==> config.mk <==
export PLATFORM = sky130hd
export DESIGN_NAME = cpu_test_harness_ctrl_flat
export DESIGN_NICKNAME = d
export VERILOG_FILES = /design/src/rtl/cpu_test_harness_ctrl_if.sv /design/src/rtl/cpu_test_harness_ctrl.sv /design/src/flat_wrapper.sv
export SDC_FILE = /design/constraint.sdc
export NUM_CORES = 1
export LEC_CHECK = 0
export CAP_MARGIN = 25
export CORE_UTILIZATION = 53
export DETAILED_ROUTE_END_ITERATION = 8
export PLACE_DENSITY = 0.76
export SETUP_SLACK_MARGIN = 0.5
export SYNTH_ARGS = -nofsm -noshare
export SYNTH_HDL_FRONTEND = slang
export SYNTH_SLANG_ARGS = --single-unit
==> constraint.sdc <==
create_clock -name clk -period 17.4 [get_ports clk]
set_input_delay 5.22 -clock clk [delete_from_list [all_inputs] [get_ports clk]]
set_output_delay 5.22 -clock clk [all_outputs]
set_load 0.1 [all_outputs]
==> src/rtl/cpu_test_harness_ctrl_if.sv <==
// Bus bundle between the CPU test harness controller and its surroundings:
// the CPU data-memory write port plus the trace FIFO read port.
interface cpu_test_harness_ctrl_if #(
    parameter int DATA_W      = 32,
    parameter int ADDR_W      = 32,
    parameter int TRACE_DEPTH = 16
);
    logic [DATA_W-1:0]              data_to_mem;
    logic [ADDR_W-1:0]              address_to_mem;
    logic                           write_enable;
    logic                           trace_rd_en;
    logic [ADDR_W+DATA_W-1:0]       trace_rd_data;
    logic                           trace_empty;
    logic [$clog2(TRACE_DEPTH):0]   trace_count;
    logic                           trace_overflow;

    modport master (
        output data_to_mem, address_to_mem, write_enable, trace_rd_en,
        input  trace_rd_data, trace_empty, trace_count, trace_overflow
    );

    modport slave (
        input  data_to_mem, address_to_mem, write_enable, trace_rd_en,
        output trace_rd_data, trace_empty, trace_count, trace_overflow
    );
endinterface

==> src/rtl/cpu_test_harness_ctrl.sv <==
// Run controller for the single-cycle CPU under test: reset sequencing, cycle
// counting, mailbox/timeout detection and a FWFT trace FIFO of memory writes.
// Optional address filter on traced writes: define HARNESS_TRACE_FILTER_EN.
module cpu_test_harness_ctrl #(
    parameter int                 DATA_W         = 32,
    parameter int                 ADDR_W         = 32,
    parameter int                 TRACE_DEPTH    = 16,
    parameter int                 RST_CYCLES     = 2,
    parameter int                 TIMEOUT_CYCLES = 50,
    parameter logic [ADDR_W-1:0]  DONE_ADDR      = 32'h000000FC,
    parameter logic [DATA_W-1:0]  PASS_VALUE     = 32'h00000001
`ifdef HARNESS_TRACE_FILTER_EN
    ,
    parameter logic [ADDR_W-1:0]  FILT_LO        = '0,
    parameter logic [ADDR_W-1:0]  FILT_HI        = 32'h000000FF
`endif
) (
    input  logic                          clk,
    input  logic                          reset,
    input  logic                          start,
    cpu_test_harness_ctrl_if.slave        bus,
    output logic                          cpu_reset,
    output logic [1:0]                    state,
    output logic                          done,
    output logic                          pass,
    output logic                          timeout,
    output logic [31:0]                   cycle_count
);

    localparam int PTR_W   = $clog2(TRACE_DEPTH);
    localparam int CNT_W   = PTR_W + 1;
    localparam int RC_W    = $clog2(RST_CYCLES + 1);
    localparam int ENTRY_W = ADDR_W + DATA_W;

    typedef enum logic [1:0] {
        IDLE      = 2'd0,
        RESET_CPU = 2'd1,
        RUN       = 2'd2,
        DONE      = 2'd3
    } state_t;

    state_t             state_q, state_d;
    logic [RC_W-1:0]    rst_cnt;
    logic [ENTRY_W-1:0] mem [TRACE_DEPTH];
    logic [PTR_W-1:0]   wr_ptr, rd_ptr;
    logic [CNT_W-1:0]   fifo_cnt;
    logic               overflow_q;

    logic restart, in_run, mailbox_hit, timeout_hit, rst_done;
    logic trace_sel, push_req, fifo_full, do_pop, do_push;

    // A restart is only honoured from IDLE or DONE; start is ignored elsewhere.
    assign restart     = start && (state_q == IDLE || state_q == DONE);
    assign in_run      = (state_q == RUN);
    assign mailbox_hit = in_run && bus.write_enable && (bus.address_to_mem == DONE_ADDR);
    assign timeout_hit = in_run && !mailbox_hit && (cycle_count == 32'(TIMEOUT_CYCLES - 1));
    assign rst_done    = (rst_cnt == RC_W'(RST_CYCLES - 1));

`ifdef HARNESS_TRACE_FILTER_EN
    assign trace_sel = mailbox_hit ||
                       ((bus.address_to_mem >= FILT_LO) && (bus.address_to_mem <= FILT_HI));
`else
    assign trace_sel = 1'b1;
`endif

    // Pushing into a full FIFO succeeds only when a pop frees the head slot.
    assign push_req  = in_run && bus.write_enable && trace_sel;
    assign fifo_full = (fifo_cnt == CNT_W'(TRACE_DEPTH));
    assign do_pop    = bus.trace_rd_en && (fifo_cnt != '0);
    assign do_push   = push_req && (!fifo_full || do_pop);

    always_ff @(posedge clk or posedge reset) begin
        if (reset) state_q <= IDLE;
        else       state_q <= state_d;
    end

    always_comb begin
        state_d = state_q;
        case (state_q)
            IDLE:      if (start)                      state_d = RESET_CPU;
            RESET_CPU: if (rst_done)                   state_d = RUN;
            RUN:       if (mailbox_hit || timeout_hit) state_d = DONE;
            DONE:      if (start)                      state_d = RESET_CPU;
            default:                                   state_d = IDLE;
        endcase
    end

    always_comb begin
        cpu_reset = (state_q != RUN);
        state     = state_q;
    end

    always_ff @(posedge clk or posedge reset) begin
        if (reset)                    rst_cnt <= '0;
        else if (state_q == RESET_CPU) rst_cnt <= rst_cnt + 1'b1;
        else                          rst_cnt <= '0;
    end

    always_ff @(posedge clk or posedge reset) begin
        if (reset) begin
            cycle_count <= '0;
        end else if (restart) begin
            cycle_count <= '0;
        end else if (in_run && cycle_count != '1) begin
            cycle_count <= cycle_count + 32'd1;
        end
    end

    // A mailbox write in the timeout cycle wins, so timeout_hit excludes it.
    always_ff @(posedge clk or posedge reset) begin
        if (reset) begin
            done    <= 1'b0;
            pass    <= 1'b0;
            timeout <= 1'b0;
        end else if (restart) begin
            done    <= 1'b0;
            pass    <= 1'b0;
            timeout <= 1'b0;
        end else if (mailbox_hit) begin
            done    <= 1'b1;
            pass    <= (bus.data_to_mem == PASS_VALUE);
            timeout <= 1'b0;
        end else if (timeout_hit) begin
            done    <= 1'b1;
            pass    <= 1'b0;
            timeout <= 1'b1;
        end
    end

    always_ff @(posedge clk or posedge reset) begin
        if (reset) begin
            wr_ptr     <= '0;
            rd_ptr     <= '0;
            fifo_cnt   <= '0;
            overflow_q <= 1'b0;
        end else if (restart) begin
            wr_ptr     <= '0;
            rd_ptr     <= '0;
            fifo_cnt   <= '0;
            overflow_q <= 1'b0;
        end else begin
            if (do_push) wr_ptr <= wr_ptr + 1'b1;
            if (do_pop)  rd_ptr <= rd_ptr + 1'b1;
            case ({do_push, do_pop})
                2'b10:   fifo_cnt <= fifo_cnt + 1'b1;
                2'b01:   fifo_cnt <= fifo_cnt - 1'b1;
                default: fifo_cnt <= fifo_cnt;
            endcase
            if (push_req && fifo_full && !do_pop) overflow_q <= 1'b1;
        end
    end

    always_ff @(posedge clk) begin
        if (do_push) mem[wr_ptr] <= {bus.address_to_mem, bus.data_to_mem};
    end

    assign bus.trace_rd_data  = (fifo_cnt == '0) ? '0 : mem[rd_ptr];
    assign bus.trace_empty    = (fifo_cnt == '0);
    assign bus.trace_count    = fifo_cnt;
    assign bus.trace_overflow = overflow_q;

endmodule

==> src/flat_wrapper.sv <==
// flat-port wrapper written by rule: the top's interface ports become plain ports
module cpu_test_harness_ctrl_flat 
#(
    parameter int                 DATA_W         = 32,
    parameter int                 ADDR_W         = 32,
    parameter int                 TRACE_DEPTH    = 16,
    parameter int                 RST_CYCLES     = 2,
    parameter int                 TIMEOUT_CYCLES = 50,
    parameter logic [ADDR_W-1:0]  DONE_ADDR      = 32'h000000FC,
    parameter logic [DATA_W-1:0]  PASS_VALUE     = 32'h00000001

)
  (clk, reset, start, cpu_reset, state, done, pass, timeout, cycle_count, bus_data_to_mem, bus_address_to_mem, bus_write_enable, bus_trace_rd_en, bus_trace_rd_data, bus_trace_empty, bus_trace_count, bus_trace_overflow);
  cpu_test_harness_ctrl_if #(.DATA_W(DATA_W), .ADDR_W(ADDR_W), .TRACE_DEPTH(TRACE_DEPTH)) bus_i ();
  input  logic clk;
  input  logic reset;
  input  logic start;
  output logic cpu_reset;
  output logic [1:0] state;
  output logic done;
  output logic pass;
  output logic timeout;
  output logic [31:0] cycle_count;
  input wire logic [$bits(bus_i.data_to_mem)-1:0] bus_data_to_mem;
  input wire logic [$bits(bus_i.address_to_mem)-1:0] bus_address_to_mem;
  input wire logic [$bits(bus_i.write_enable)-1:0] bus_write_enable;
  input wire logic [$bits(bus_i.trace_rd_en)-1:0] bus_trace_rd_en;
  output wire logic [$bits(bus_i.trace_rd_data)-1:0] bus_trace_rd_data;
  output wire logic [$bits(bus_i.trace_empty)-1:0] bus_trace_empty;
  output wire logic [$bits(bus_i.trace_count)-1:0] bus_trace_count;
  output wire logic [$bits(bus_i.trace_overflow)-1:0] bus_trace_overflow;
  assign bus_i.data_to_mem = bus_data_to_mem;
  assign bus_i.address_to_mem = bus_address_to_mem;
  assign bus_i.write_enable = bus_write_enable;
  assign bus_i.trace_rd_en = bus_trace_rd_en;
  assign bus_trace_rd_data = bus_i.trace_rd_data;
  assign bus_trace_empty = bus_i.trace_empty;
  assign bus_trace_count = bus_i.trace_count;
  assign bus_trace_overflow = bus_i.trace_overflow;
  cpu_test_harness_ctrl #(.DATA_W(DATA_W), .ADDR_W(ADDR_W), .TRACE_DEPTH(TRACE_DEPTH), .RST_CYCLES(RST_CYCLES), .TIMEOUT_CYCLES(TIMEOUT_CYCLES), .DONE_ADDR(DONE_ADDR), .PASS_VALUE(PASS_VALUE)) u_core (.clk(clk), .reset(reset), .start(start), .bus(bus_i), .cpu_reset(cpu_reset), .state(state), .done(done), .pass(pass), .timeout(timeout), .cycle_count(cycle_count));
endmodule
# --- After elaboration in Yosys (flattened, before gate mapping) ---
# Memories as Yosys holds them, arrays and structs flattened.
# Index checks and enable logic that the tools add are counted.
word_totals:
  ff_bits: 53
  in_bits: 69
  mem_count: 1
  ramBits: 1024
  word_cells: 85
classes:
  eq_ne: 15
  n_reduce_logical: 27
  addsub: 6
  muxes: 26
memory_table:
  columns: ["name", "depth", "word_bits", "rd", "rd_ports_with_merged_regs", "wr", "line", "source"]
  rows:
  - ["u_core.mem", 16, 64, 1, 0, 1, "cpu_test_harness_ctrl.sv:44", "logic [ENTRY_W-1:0] mem [TRACE_DEPTH];"]
op_table:
  columns: ["op", "n"]
  rows:
  - ["$mux W32", 2]
  - ["$mux W64", 1]
  - ["$add A32 B1 Y32 const B", 1]
  - ["$eq A32 B1 Y1 const B", 1]
  - ["$eq A32 B6 Y1 const B", 1]
  - ["$eq A32 B8 Y1 const B", 1]
  - ["$ne A32 B32 Y1 const B", 1]
  - ["$mux W4", 4]
  - ["$mux W1", 12]
  - ["$logic_and A1 B1 Y1", 10]
  - ["$pmux W5 S2", 1]
  - ["$add A4 B1 Y4 const B", 2]
  - ["$mux W2", 4]
  - ["$reduce_bool A2 Y1", 4]
  - ["$eq A2 B1 Y1 const B", 3]
  - ["$eq A2 B2 Y1 const B", 3]
  - ["$pmux W2 S3", 1]
  - ["$reduce_bool A3 Y1", 2]
  - ["$add A5 B1 Y5 const B", 1]
  - ["$eq A5 B5 Y1 const B", 1]
  - ["$logic_not A5 Y1", 1]
  - ["$mux W5", 1]
  - ["$reduce_bool A5 Y1", 1]
  - ["$sub A5 B1 Y5 const B", 1]
  - ["8 further kinds", 14]

# --- Longest topological paths before layout ---
# Gate-level depths: netlist of the first run.
logic_depth:
  word_depth: 9
  depth_mapped: 11

# --- Worst setup path after synthesis of the first run ---
# OpenSTA, ideal clock, no wires.
synth_timing:
  kind: "input to register"
  start: "input port bus_trace_rd_en"
  end: "memory u_core.mem[7][0] (netlist name) (enable)"
  stages: 4
  t_arrival_ns: 10.024
  path_slack_ns: 6.811
  cell_sequence: "o311a_1 buf_2 nand2_1 nor3_1"
synth_via:
  elab_chain_len: 5
synth_lines:
  columns: ["item", "line", "source"]
  rows:
  - ["start: declaration", "flat_wrapper.sv:27", "input wire logic [$bits(bus_i.trace_rd_en)-1:0] bus_trace_rd_en;"]
  - ["$logic_and A1 B1 Y1", "cpu_test_harness_ctrl.sv:69", "assign do_pop = bus.trace_rd_en && (fifo_cnt != '0);"]
  - ["$logic_or A1 B1 Y1", "cpu_test_harness_ctrl.sv:70", "assign do_push = push_req && (!fifo_full || do_pop);"]
  - ["$logic_and A1 B1 Y1", "cpu_test_harness_ctrl.sv:70", null]
  - ["$mux W1", "cpu_test_harness_ctrl.sv:154", "if (do_push) mem[wr_ptr] <= {bus.address_to_mem, bus.data_to_mem};"]
  - ["$mux W1 (not written as such)", "cpu_test_harness_ctrl.sv:154", null]
  - ["end: declaration", "cpu_test_harness_ctrl.sv:44", null]
# No other way between the ends.

# --- Worst setup path after layout of the first run ---
layout_timing:
  start: "register u_core.rd_ptr[0]"
  end: "output port bus_trace_rd_data[9]"
layout_via:
  elab_chain_len: 2
layout_lines:
  columns: ["item", "line", "source"]
  rows:
  - ["start: declaration", "cpu_test_harness_ctrl.sv:45", "logic [PTR_W-1:0] wr_ptr, rd_ptr;"]
  - ["start signal: assignment", "cpu_test_harness_ctrl.sv:143", "if (do_pop) rd_ptr <= rd_ptr + 1'b1;"]
  - ["$mem_v2 Z16 W64", null, null]
  - ["$mux W64", "cpu_test_harness_ctrl.sv:157", "assign bus.trace_rd_data = (fifo_cnt == '0) ? '0 : mem[rd_ptr];"]
  - ["end: declaration", "flat_wrapper.sv:28", "output wire logic [$bits(bus_i.trace_rd_data)-1:0] bus_trace_rd_data;"]
# No other way between the ends.

==> flow_metrics.py, run 1 <==
metrics = {
    "place": {
        "numPortBuffers": 177,
        "place_congestion": 0.817,
        "place_worst_setup_slack_ns": 7.11,
        "dp_hpwl_mm": 49.0,
        "dp.cells": 3040,
    },
    "synth": {
        "netlist.area_leader.share_pct": 73.1,
        "avgSynthCellArea_um2": 22.4,
        "synth-compound-area-share_pct": 1.18,
        "synth.area.mux_share_pct": 17.3,
        "ys_warn_count": 0,
        "synth_top_area_cell": "edfxtp_1",
        "synth_xor_area_share_pct": 0.291,
        "synth-simple-area-share_pct": 3.53,
        "synth_edf_count": 1024,
        "synth_cell_types": 54,
        "ys_seq_area_share_pct": 76.2,
        "netlist_area_um2": 42100,
        "synthCells": 1877,
        "synthAdderAreaFrac_pct": 0.386,
        "synth_common_cells": "edfxtp_1, mux4_2, nor2b_1",
        "synth_flop_cell": "edfxtp_1",
        "synth.area.top_cells": "edfxtp_1, mux4_2, dfrtp_1",
        "syn_nets": 1959,
        "async_reset_ff_share_pct": 4.92,
        "ys_ff_latch": 1077,
        "yosys.cell_count.top_type": "edfxtp_1",
        "synth_top_family_by_area": "multiplexers",
    },
    "floorplanning": {
        "die_y_um": 284,
        "start_util_pct": 54.0,
        "rows": 102,
        "die_x_um": 284,
        "core-area_um2": 78000,
        "die_area_um2": 80500,
        "io_pins": 178,
    },
    "critical_path": {
        "cp-start-kind": "flip-flop",
        "end_kind": "primary output",
        "cp_max_fo": 43,
        "crit_arrival_ns": 5.48,
        "crit_buf_inv": 4,
        "worstSetupPathType": "flip-flop to primary output",
        "crit_required_ns": 12.18,
        "cp_slowest_cell": "clkdlybuf4s50_1",
        "crit_family": "buffers and inverters",
        "max_stage_delay_ns": 1.04,
        "cp_cell_sequence": "buf_4 > buf_12 > buf_4 > mux4_2 > mux4_2 > nor2b_1 > clkdlybuf4s50_1",
    },
    "timing": {
        "finalSetupViolations": 0,
        "rsz0062_at_grt": "false",
        "fin_crit_sh_pct": 61.5,
        "tns_ns": 0,
        "finalHoldWorstSlack_ns": 0.437,
        "finClkSkew_ns": 0.0424,
        "tightest_slew_ns": 1.10,
        "fin_crit_ns": 10.70,
        "fmax_mhz": 93.4,
        "hold_viol_final": 0,
        "slew_viol_final": 0,
        "max_slew_margin_pct": 26.6,
        "fin_ws_ns": 6.70,
    },
    "route": {
        "drc": 0,
        "drt_iter0_markers": 2183,
        "routed_wl_mm": 95.6,
        "vias_per_cell": 6.29,
        "num_vias": 20400,
        "route.antenna.remaining_nets": 0,
        "post_drt_wl_per_cell_um": 29.5,
        "first_pass_iters": 5,
    },
    "global_routing": {
        "overflow": 0,
        "grt_use_total_pct": 24.0,
        "grt_max_degree": 79,
        "grt_pass1_wl_mm": 141,
        "antenna_found_initial": 8,
        "grt_pass1_vias": 21100,
    },
    "power": {
        "ir_drop_mv": 0.190,
        "powerDensity_nw_per_um2": 158,
        "power_leakage_nw": 15.0,
    },
    "cts": {
        "cts_tree": "built",
        "cts_buffer_depth": 3,
        "cts-htree-levels": 3,
        "numCtsBuffers": 105,
        "clock_tree.root_cell": "clkbuf_16",
        "cts-resized-gates": 0,
        "path_clk_slew_ns": 0.06,
        "holdBufCountCts": 0,
        "cts_setup_buffers": 0,
        "cts.sinks": 1077,
        "clk_latency_ns": 0.66,
    },
    "run": {
        "maxCapViolCount": 0,
    },
    "run_status": {
        "status": "complete, no violations",
    },
    "cells_and_area": {
        "drive_above_1_share_pct": 24.7,
        "layoutNonFillerInstCount": 3240,
        "fin_nets": 2193,
        "area_delta_synth_final_pct": 15.4,
    },
    "worst_hold_path": {
        "hp-class": "flip-flop to flip-flop",
    },
}
-- cell type report --
| class | instances | area, um2 |
|---|---|---|
| flip-flops and latches | 1077 | 32100 |
| fillers | 5094 | 29400 |
| multi-input cells | 684 | 9610 |
| clock buffers | 127 | 2750 |
| repair buffers | 222 | 2210 |
| well taps | 1040 | 1300 |
| clock inverters | 67 | 527 |
| inverters | 21 | 78.8 |
| diodes | 2 | 5.00 |
-- metrics by stage --
stage                     total power [mW]  instance area (um2)  util (%)
after detailed placement              5.59                45200      58.0
after global routing                  7.95                48600      62.3
after CTS                             7.75                48500      62.2
after global placement                5.55                45100      57.9
final                                 7.70                48600      62.3
after floorplan                       4.98                42100         -
-- metal layers --
layer,up-vias,wire (um),GRT usage [%]
li1,8421,-,-
met1,10900,38100,33.2
met2,928,48400,39.8
met3,131,7250,4.67
met4,10,1740,5.89
met5,-,63,0
-- placed cells by master (no fill, tap or decap), types with 20 or more instances in the layout --
cell	instances
a21oi_1	21
buf_4	38
clkbuf_1	20
clkbuf_16	107
clkdlybuf4s50_1	177
clkinv_1	33
dfrtp_1	49
edfxtp_1	1024
inv_1	20
mux4_2	320
nand3_1	21
nor2_1	31
nor2b_1	66
nor4_1	21
o21ai_0	21
-- worst paths after layout --
kind                                   startpoint  slack [ns]                      to  depth (start not counted)
worst max-delay path             u_core.rd_ptr[0]        6.70    bus_trace_rd_data[9]                          7
worst min-delay path            u_core.rst_cnt[0]        0.44       u_core.rst_cnt[0]                          1
worst max register to register    u_core.state[0]       13.64       u_core.mem[2][60]                          7
worst min register to register  u_core.rst_cnt[0]        0.44       u_core.rst_cnt[0]                          1
max in group asynchronous                   reset       11.69        u_core.rd_ptr[1]                          3
min in group asynchronous                   reset        5.07  u_core.cycle_count[29]                          3
-- logic make-up (layout without fill, tap and decap cells) --
group,Yosys count,in the layout
mux,326,326
other cells,0,2
xor+xnor,14,14
fa+ha+maj,13,13
compound gates,77,77
flops,1077,1077
buf+inv,116,437
simple gates,254,254
-- flip-flops by register name, indices dropped and copies added (netlist names) --
signal,count
u_core.timeout,1
u_core.cycle_count,32
u_core.bus.trace_count,5
u_core.state,2
u_core.pass,1
u_core.bus.trace_overflow,1
u_core.rd_ptr,4
u_core.rst_cnt,2
u_core.done,1
u_core.mem,1024
u_core.wr_ptr,4
-- worst reg2reg max path: stages (launching register included) --
cell and delay (ns):
dfrtp_1 0.42, inv_1 0.10, ha_1 0.15, buf_4 0.24, o311a_1 0.61, nor3b_1 0.47
and2_4 0.43, buf_4 0.86
-- report_power, final --
part / switching [mW] / internal, mW / total (mW) / leakage [nW]
combinational: 1.64 / 0.904 / 2.55 / 3.51
clock: 0.942 / 1.23 / 2.17 / 1.60
sequential: 0.0925 / 2.89 / 2.98 / 9.92
No activity file was read; power rests on OpenSTA's default activity.
==> run 2, diff against run 1 <==
--- a/config.mk
+++ b/config.mk
@@ -8,7 +8,7 @@
 export CAP_MARGIN = 25
 export CORE_UTILIZATION = 53
 export DETAILED_ROUTE_END_ITERATION = 8
-export PLACE_DENSITY = 0.76
+export PLACE_DENSITY = 0.79
 export SETUP_SLACK_MARGIN = 0.5
 export SYNTH_ARGS = -nofsm -noshare
 export SYNTH_HDL_FRONTEND = slang
==> constraint.sdc (replaced) <==
create_clock -name clk -period 9.5 [get_ports clk]
set_input_delay 2.85 -clock clk [delete_from_list [all_inputs] [get_ports clk]]
set_output_delay 2.85 -clock clk [all_outputs]
set_load 0.1 [all_outputs]
==> run 2 against run 1 <==
  * Sequential power grew 82%
  * Critical endpoint is now bus_trace_rd_data[5]
  * Cell count shrank 0.15%
  * Setup slack lost 4.6 ns
  * Die area is the same
  * First-iteration DRC count grew 12%
  * Critical path type unchanged
  * Sequential share of layout area shrank 0.31 points
  * Flip-flop and latch count is the same
  * Wire length grew 3.1%
  * Worst hold slack lost 0.0032 ns
  * Core utilization grew 0.29 points
==> flow_metrics.py, run 2 (same netlist as run 1, synthesis figures left out) <==
metrics = {
    "run_status": {
        "status": "complete, no violations",
    },
    "timing": {
        "hold_viol_final": 0,
        "fmax_mhz": 136,
        "finClkSkew_ns": 0.0400,
        "fin_crit_ns": 7.37,
        "fin_ws_ns": 2.13,
        "rsz0062_at_grt": "false",
        "fin_crit_sh_pct": 77.6,
        "slew_viol_final": 0,
        "finalSetupViolations": 0,
        "tns_ns": 0,
        "max_slew_margin_pct": 25.9,
        "finalHoldWorstSlack_ns": 0.434,
        "tightest_slew_ns": 1.11,
    },
    "route": {
        "num_vias": 20700,
        "route.antenna.remaining_nets": 0,
        "vias_per_cell": 6.39,
        "wl_met1_mm": 37.0,
        "post_drt_wl_per_cell_um": 30.5,
        "highest_layer": "met5",
        "wl_met2_mm": 50.1,
        "drc": 0,
        "wl_met3_mm": 8.47,
        "first_pass_iters": 6,
        "drt_iter0_markers": 2437,
        "routed_wl_mm": 98.5,
    },
    "floorplanning": {
        "rows": 102,
        "core-area_um2": 78000,
        "die_y_um": 284,
        "io_pins": 178,
        "die_area_um2": 80500,
        "die_x_um": 284,
        "start_util_pct": 54.0,
    },
    "run": {
        "maxCapViolCount": 0,
    },
    "critical_path": {
        "cp-start-kind": "flip-flop",
        "cp_cell_sequence": "buf_4 > mux4_2 > mux4_2 > nor2b_1 > clkdlybuf4s50_1",
        "ff2ff_setup_slack_ns": 5.66,
        "crit_arrival_ns": 4.52,
        "cp_slowest_cell": "clkdlybuf4s50_1",
        "crit_required_ns": 6.65,
        "path_common_cell": "mux4_2",
        "max_stage_delay_ns": 1.04,
        "worstSetupPathType": "flip-flop to primary output",
        "end_kind": "primary output",
        "cp_max_fo": 57,
    },
    "cts": {
        "cts.sinks": 1077,
        "cts_buffer_depth": 3,
        "cts_tree": "built",
        "clock_tree.root_cell": "clkbuf_16",
        "cts_setup_buffers": 0,
        "cts-resized-gates": 0,
        "cts-htree-levels": 3,
        "path_clk_slew_ns": 0.06,
        "holdBufCountCts": 0,
        "numCtsBuffers": 104,
        "clk_latency_ns": 0.69,
    },
    "cells_and_area": {
        "mostFrequentLayoutCells": "edfxtp_1, mux4_2, clkdlybuf4s50_1, clkbuf_16, nor2b_1",
        "final_common_cell": "edfxtp_1",
        "largest_register_ffs": 1024,
        "area_delta_synth_final_pct": 16.0,
        "stdcell_area_um2": 48800,
        "top_register": "u_core.mem",
        "drive_above_1_share_pct": 25.0,
        "fin_nets": 2188,
    },
    "global_routing": {
        "overflow": 0,
        "antenna_found_initial": 6,
        "grt_use_total_pct": 24.6,
        "grt_pass1_wl_mm": 144,
        "grt_max_degree": 97,
        "grt_pass1_vias": 21500,
    },
    "place": {
        "numPortBuffers": 177,
        "dp_hpwl_mm": 49.5,
        "place_worst_setup_slack_ns": 2.65,
        "dpl_cell_area_um2": 45300,
        "place_congestion": 0.796,
    },
    "power": {
        "pwr-share-clk_pct": 29.3,
        "pwr-share-comb_pct": 33.0,
        "swShare_pct": 34.8,
        "power_leakage_nw": 15.1,
        "p_total_mw": 14.4,
        "powerDensity_nw_per_um2": 295,
        "switchingPower_mw": 5.00,
        "p_int_mw": 9.37,
        "ir_drop_mv": 0.320,
        "seqPwrFrac_pct": 37.6,
    },
    "worst_hold_path": {
        "hp-class": "flip-flop to flip-flop",
    },
}
[run 2: cell count changes in the layout (fill, tap and decap cells not counted), moves of 6 or more]
cell | previous run | this run
buf_12 | 2 | 8
buf_4 | 38 | 31
clkinv_1 | 33 | 18
bufinv_16 | 7 | 14
[run 2: final cells by class]
cell class / count / area (um2)
Tap cell: 1040 / 1300
Multi-Input combinational cell: 684 / 9610
Inverter: 21 / 78.8
Timing Repair Buffer: 218 / 2220
Sequential cell: 1077 / 32100
Fill cell: 5022 / 29200
Antenna cell: 3 / 7.51
Clock buffer: 127 / 2690
Clock inverter: 65 / 810
[run 2: path summary, 6_finish.rpt]
kind	startpoint	endpoint	cells past startpoint
min	u_core.rst_cnt[0]	u_core.rst_cnt[0]	1
min in group asynchronous	reset	u_core.bus.trace_count[1]	3
max reg2reg	u_core.state[0]	u_core.mem[1][31]	7
max in group asynchronous	reset	u_core.rd_ptr[2]	3
max	u_core.rd_ptr[1]	bus_trace_rd_data[5]	5
min reg2reg	u_core.rst_cnt[0]	u_core.rst_cnt[0]	1
[run 2: routing by layer]
layer | up-vias | global-route usage [%]
met5 | - | 0
li1 | 8406 | -
met1 | 10900 | 32.6
met2 | 1140 | 40.9
met4 | 6 | 8.92
met3 | 178 | 4.86
[run 2: stage by stage]
stage          utilization (%)  cells
4_1_cts                   62.5   3231
5_1_grt                   62.6   3235
3_3_place_gp              58.0   3038
6_report                  62.6   3235
2_1_floorplan                -   1877
3_5_place_dp              58.1   3039
[run 2: critical path, delay by kind of cell, from the launching register on]
family / cells / cell delay [ns]
and+or+nand+nor: 1 / 0.20
buffers and inverters: 2 / 1.69
muxes: 2 / 0.89
DFF: 1 / 1.03
[run 2: power by group through the flow]
stage	registers, mW	logic, mW	clock network, mW
2_1_floorplan	5.54	3.58	0
3_3_place_gp	5.55	4.65	0
6_report	5.41	4.75	4.22
4_1_cts	5.47	4.74	4.26
3_5_place_dp	5.56	4.70	0
5_1_grt	5.42	4.95	4.43
==> run 3, diff against run 2 <==
--- a/config.mk
+++ b/config.mk
@@ -8,7 +8,7 @@
 export CAP_MARGIN = 25
 export CORE_UTILIZATION = 53
 export DETAILED_ROUTE_END_ITERATION = 8
-export PLACE_DENSITY = 0.79
+export PLACE_DENSITY = 0.76
 export SETUP_SLACK_MARGIN = 0.5
 export SYNTH_ARGS = -nofsm -noshare
 export SYNTH_HDL_FRONTEND = slang
==> constraint.sdc (replaced) <==
create_clock -name clk -period 7.2 [get_ports clk]
set_input_delay 2.16 -clock clk [delete_from_list [all_inputs] [get_ports clk]]
set_output_delay 2.16 -clock clk [all_outputs]
set_load 0.1 [all_outputs]
==> run 3 against run 2 <==
  * Cell count rose by 0.74%
  * Combinational power increased by 32%
  * Critical path depth is the same
  * Non-clock buffer count up 21
  * Sequential share of layout area is 0.20 points lower
  * First-iteration DRC count down 14%
  * Setup slack lost 1.4 ns
  * Clock skew down 0.010 ns
  * Critical path type unchanged
  * Critical endpoint is now bus_trace_rd_data[44]
  * Highest routed layer unchanged
==> flow_metrics.py, run 3 (same netlist as run 1, synthesis figures left out) <==
metrics = {
    "route": {
        "drc": 0,
        "routed_wl_mm": 97.9,
        "route.antenna.remaining_nets": 0,
        "post_drt_wl_per_cell_um": 30.0,
        "drt_iter0_markers": 2087,
        "num_vias": 20700,
        "vias_per_cell": 6.34,
        "first_pass_iters": 5,
    },
    "timing": {
        "fin_crit_sh_pct": 89.9,
        "tightest_slew_ns": 1.06,
        "hold_viol_final": 0,
        "rsz0062_at_grt": "false",
        "max_slew_margin_pct": 29.0,
        "fmax_mhz": 155,
        "finalSetupViolations": 0,
        "fin_ws_ns": 0.728,
        "slew_viol_final": 0,
        "finalHoldWorstSlack_ns": 0.433,
        "finClkSkew_ns": 0.0299,
        "fin_crit_ns": 6.47,
    },
    "cells_and_area": {
        "area_delta_synth_final_pct": 16.3,
        "fillers": 5069,
        "fin_nets": 2210,
        "final_common_cell": "edfxtp_1",
        "ff_latch_area_um2": 32100,
        "mostFrequentLayoutCells": "edfxtp_1, mux4_2, clkdlybuf4s50_1, clkbuf_16, nor2b_1",
        "multi_input_area_um2": 9610,
        "drive_above_1_share_pct": 25.9,
        "largest_register_ffs": 1024,
        "top_register": "u_core.mem",
    },
    "global_routing": {
        "grt_pass1_vias": 21500,
        "grt_pass1_wl_mm": 143,
        "overflow": 0,
        "grt_use_total_pct": 24.5,
        "antenna_found_initial": 8,
        "grt_max_degree": 54,
    },
    "floorplanning": {
        "die_x_um": 284,
        "start_util_pct": 54.0,
        "die_area_um2": 80500,
        "io_pins": 178,
        "core-area_um2": 78000,
        "rows": 102,
        "die_y_um": 284,
    },
    "place": {
        "place_worst_setup_slack_ns": 1.36,
        "numPortBuffers": 177,
        "dp_hpwl_mm": 51.9,
        "place_congestion": 0.818,
    },
    "cts": {
        "holdBufCountCts": 0,
        "numCtsBuffers": 105,
        "cts.sinks": 1077,
        "path_clk_slew_ns": 0.06,
        "cts_setup_buffers": 0,
        "clock_tree.root_cell": "clkbuf_16",
        "cts_tree": "built",
        "clk_latency_ns": 0.68,
        "cts-resized-gates": 0,
        "cts-htree-levels": 3,
        "cts_buffer_depth": 3,
    },
    "power": {
        "ir_drop_mv": 0.355,
        "power_leakage_nw": 15.2,
        "powerDensity_nw_per_um2": 385,
    },
    "critical_path": {
        "crit_required_ns": 5.04,
        "end_kind": "primary output",
        "crit_arrival_ns": 4.31,
        "worstSetupPathType": "flip-flop to primary output",
        "cp_max_fo": 27,
        "cp-start-kind": "flip-flop",
    },
    "run": {
        "maxCapViolCount": 0,
    },
    "run_status": {
        "status": "complete, no violations",
    },
    "worst_hold_path": {
        "hp-class": "flip-flop to flip-flop",
    },
}
-- run 3: cell types whose count changed in the layout (fill, tap and decap cells not counted), sizes merged --
cell	delta
buf	+29
clkinv	+6
clkbuf	+4
clkdlybuf4s50	-8
bufinv	-5
clkinvlp	-2
-- run 3: worst paths after layout --
path                       slack, ns  cells past startpoint              start                     end
max                             0.73                      5   u_core.rd_ptr[0]   bus_trace_rd_data[44]
min                             0.43                      1  u_core.rst_cnt[0]       u_core.rst_cnt[0]
max reg2reg                     3.71                      7    u_core.state[0]      u_core.mem[14][60]
min reg2reg                     0.43                      1  u_core.rst_cnt[0]       u_core.rst_cnt[0]
max in group asynchronous       4.61                      3              reset        u_core.rd_ptr[0]
min in group asynchronous       2.01                      3              reset  u_core.cycle_count[31]
-- run 3: final cells by class --
cell class	count	share of cell area, %
Clock buffer	131	5.59
Inverter	21	0.161
Sequential cell	1077	65.6
Clock inverter	64	1.30
Tap cell	1040	2.66
Antenna cell	3	0.0153
Multi-Input combinational cell	684	19.6
Timing Repair Buffer	239	5.10
-- run 3: power breakdown --
part	switching [mW]	total (mW)	internal, mW
registers	0.197	7.19	6.99
clock network	2.34	5.38	3.04
logic	4.05	6.27	2.22
-- run 3: metrics by stage --
step                      power (mW)  TNS, ns  cell area (um2)  util (%)  instances
after floorplan                 12.0   -84.22            42100         -       1877
after global placement          13.5        0            45500      58.3       3057
after detailed placement        13.6        0            45600      58.4       3060
after CTS                       19.0        0            48900      62.7       3255
after global routing            19.4        0            49000      62.8       3259
final                           18.8        0            49000      62.8       3259
-- run 3: critical path, cell delays in order (launching register included) --
cell             delay, ns
dfrtp_4               0.78
buf_4                 0.57
mux4_2                0.57
mux4_2                0.48
nor2b_1               0.18
clkdlybuf4s50_1       1.03
-- run 3: layer usage --
| layer | track usage (%) | wire, um |
|---|---|---|
| met1 | 34.0 | 38800 |
| met2 | 40.3 | 49700 |
| met3 | 4.97 | 7770 |
| met4 | 6.09 | 1640 |
| met5 | 0 | 55 |
==> variant: new RTL, config.mk and constraints of run 3 <==
Put one more register stage on the output `cycle_count`. The value now appears one clock later. The other outputs are not delayed to match.
--- a/src/rtl/cpu_test_harness_ctrl.sv
+++ b/src/rtl/cpu_test_harness_ctrl.sv
@@ -39,6 +39,8 @@
         DONE      = 2'd3
     } state_t;
 
+    logic [31:0] cycle_count_s0;
+
     state_t             state_q, state_d;
     logic [RC_W-1:0]    rst_cnt;
     logic [ENTRY_W-1:0] mem [TRACE_DEPTH];
@@ -53,7 +55,7 @@
     assign restart     = start && (state_q == IDLE || state_q == DONE);
     assign in_run      = (state_q == RUN);
     assign mailbox_hit = in_run && bus.write_enable && (bus.address_to_mem == DONE_ADDR);
-    assign timeout_hit = in_run && !mailbox_hit && (cycle_count == 32'(TIMEOUT_CYCLES - 1));
+    assign timeout_hit = in_run && !mailbox_hit && (cycle_count_s0 == 32'(TIMEOUT_CYCLES - 1));
     assign rst_done    = (rst_cnt == RC_W'(RST_CYCLES - 1));
 
 `ifdef HARNESS_TRACE_FILTER_EN
@@ -98,11 +100,11 @@
 
     always_ff @(posedge clk or posedge reset) begin
         if (reset) begin
-            cycle_count <= '0;
+            cycle_count_s0 <= '0;
         end else if (restart) begin
-            cycle_count <= '0;
-        end else if (in_run && cycle_count != '1) begin
-            cycle_count <= cycle_count + 32'd1;
+            cycle_count_s0 <= '0;
+        end else if (in_run && cycle_count_s0 != '1) begin
+            cycle_count_s0 <= cycle_count_s0 + 32'd1;
         end
     end
 
@@ -159,5 +161,9 @@
     assign bus.trace_count    = fifo_cnt;
     assign bus.trace_overflow = overflow_q;
 
+    always_ff @(posedge clk) begin
+        cycle_count <= cycle_count_s0;
+    end
+
 endmodule
 
Behaviour: no difference found for any inputs over 4 cycles, from zero or initial values and one cycle with reset high; that may be too few to reach the edited logic, so the function may still have changed.
==> variant against run 3 <==
Setup slack improved by 0.029 ns; count of clock-buffer cells in the layout increased by 4; final area increased by 1.6%; non-clock buffer count decreased by 1; total power increased by 21%; sequential cell count increased by 32; register-to-register slack got worse by 0.17 ns; sequential share of layout area increased by 0.23 points; routed wire length decreased by 0.46%; area after synthesis increased by 1.5%; largest cell class unchanged.
==> variant: results (changes against run 3) <==
Placed design
  – Post-Place Worst Slack: 1.49 ns (was 1.36 ns)
  – Post-Place Cells: 3,083 (was 3,060)
  – Area post-placement: 46,200 um2 (was 45,600 um2)
  – DP Wirelength: 51,200 um (was 51,900 um)

Worst setup path
  – Crit path largest cell delay: 1.15 ns (was 1.03 ns)
  – R2r setup slk: 3.54 ns (was 3.71 ns)
  – Critical Path Source: u_core.bus.trace_count[1]$_DFFE_PP0P_ (was u_core.rd_ptr[0]$_DFFE_PP0P_)
  – Crit Reg-Reg Endpoint: u_core.mem[1][28]$_DFFE_PP_ (was u_core.mem[14][60]$_DFFE_PP_)

Finish
  – Multi-input combinational area share: 19.3% (was 19.6%)
  – Clock-cell share: 7.12% (was 6.88%)
  – Layout cell share with drive strength beyond 1: 25.7% (was 25.9%)
  – NumNets Final: 2,228 (was 2,210)
  – NonClk Buf Share: 5.08% (was 5.10%)
  – Multi-input gate count: 672 (was 684)
  – Ant. Diodes: 1 (was 3)

Routing
  – Drt via density: 6.33 (was 6.34)
  – WL final: 97,500 um (was 97,900 um)

Synthesis
  – Synthesized area: 42,700 um2 (was 42,100 um2)
  – Adder-cell share of the synthesized area: 0.381% (was 0.386%)
  – Synth async-reset ratio: 4.78% (was 4.92%)
  – Complex-gate fraction of the synthesized area: 1.32% (was 1.18%)
  – Cell variety after synth: 57 (was 54)
  – Post-synth top cells: edfxtp_1, mux4_2, nor2b_1 (unchanged)
  – Syn Nets: 1,977 (was 1,959)
  – Xor/xnor cell area share of the yosys netlist: 0.349% (was 0.291%)
  – Post-synthesis sequential area ratio: 76.6% (was 76.2%)
  – Synth Area per Inst: 22.5 um2 (was 22.4 um2)

Global routing
  – First-pass GRT wire length: 143,000 um (about the same)
  – Pin count of the biggest net entering global routing: 77 (was 54)

Timing
  – Hold WS: 0.431 ns (was 0.433 ns)
  – Slew headroom: 22.4% (was 29.0%)
  – Clock Skew: 0.0335 ns (was 0.0299 ns)

Outcome
  – Status: completed (unchanged)

Power
  – Maximum vdd drop: 0.609 mV (was 0.355 mV)

Clock network
  – Clock sinks: 1,109 (was 1,077)
[variant: changes by cell type in the layout (fill, tap and decap cells not counted), moves of 6 or more]
cell             change
nor2_1               +9
buf_4               -10
dfxtp_1             +32
and4_1               +6
nand3_1              -7
clkbuf_16            +7
nand4_1              -6
o21ai_0              -8
clkdlybuf4s50_1      +8
or4_1                -7
[variant: kinds of logic after synthesis]
family	after synthesis
simple gates	240
buf+inv	114
flops	1109
fa+ha+maj	13
compound gates	76
mux	326
xor+xnor	17
[variant: per-layer routing]
metal  vias up  track usage [%]  wire (um)
li1       8517                -          -
met1     11099             33.1      37600
met2      1008             39.6      49500
met3       179             4.31       7620
met4         6             7.99       2660
met5         -                0         36
[variant: power by group through the flow]
stage	logic, uW	clock network [uW]	registers [uW]
finish	8970	5610	8130
global route	9320	5910	8180
CTS	9030	5680	8130
detailed placement	8960	0	8260
global placement	8830	0	8210
floorplan	6580	0	8200
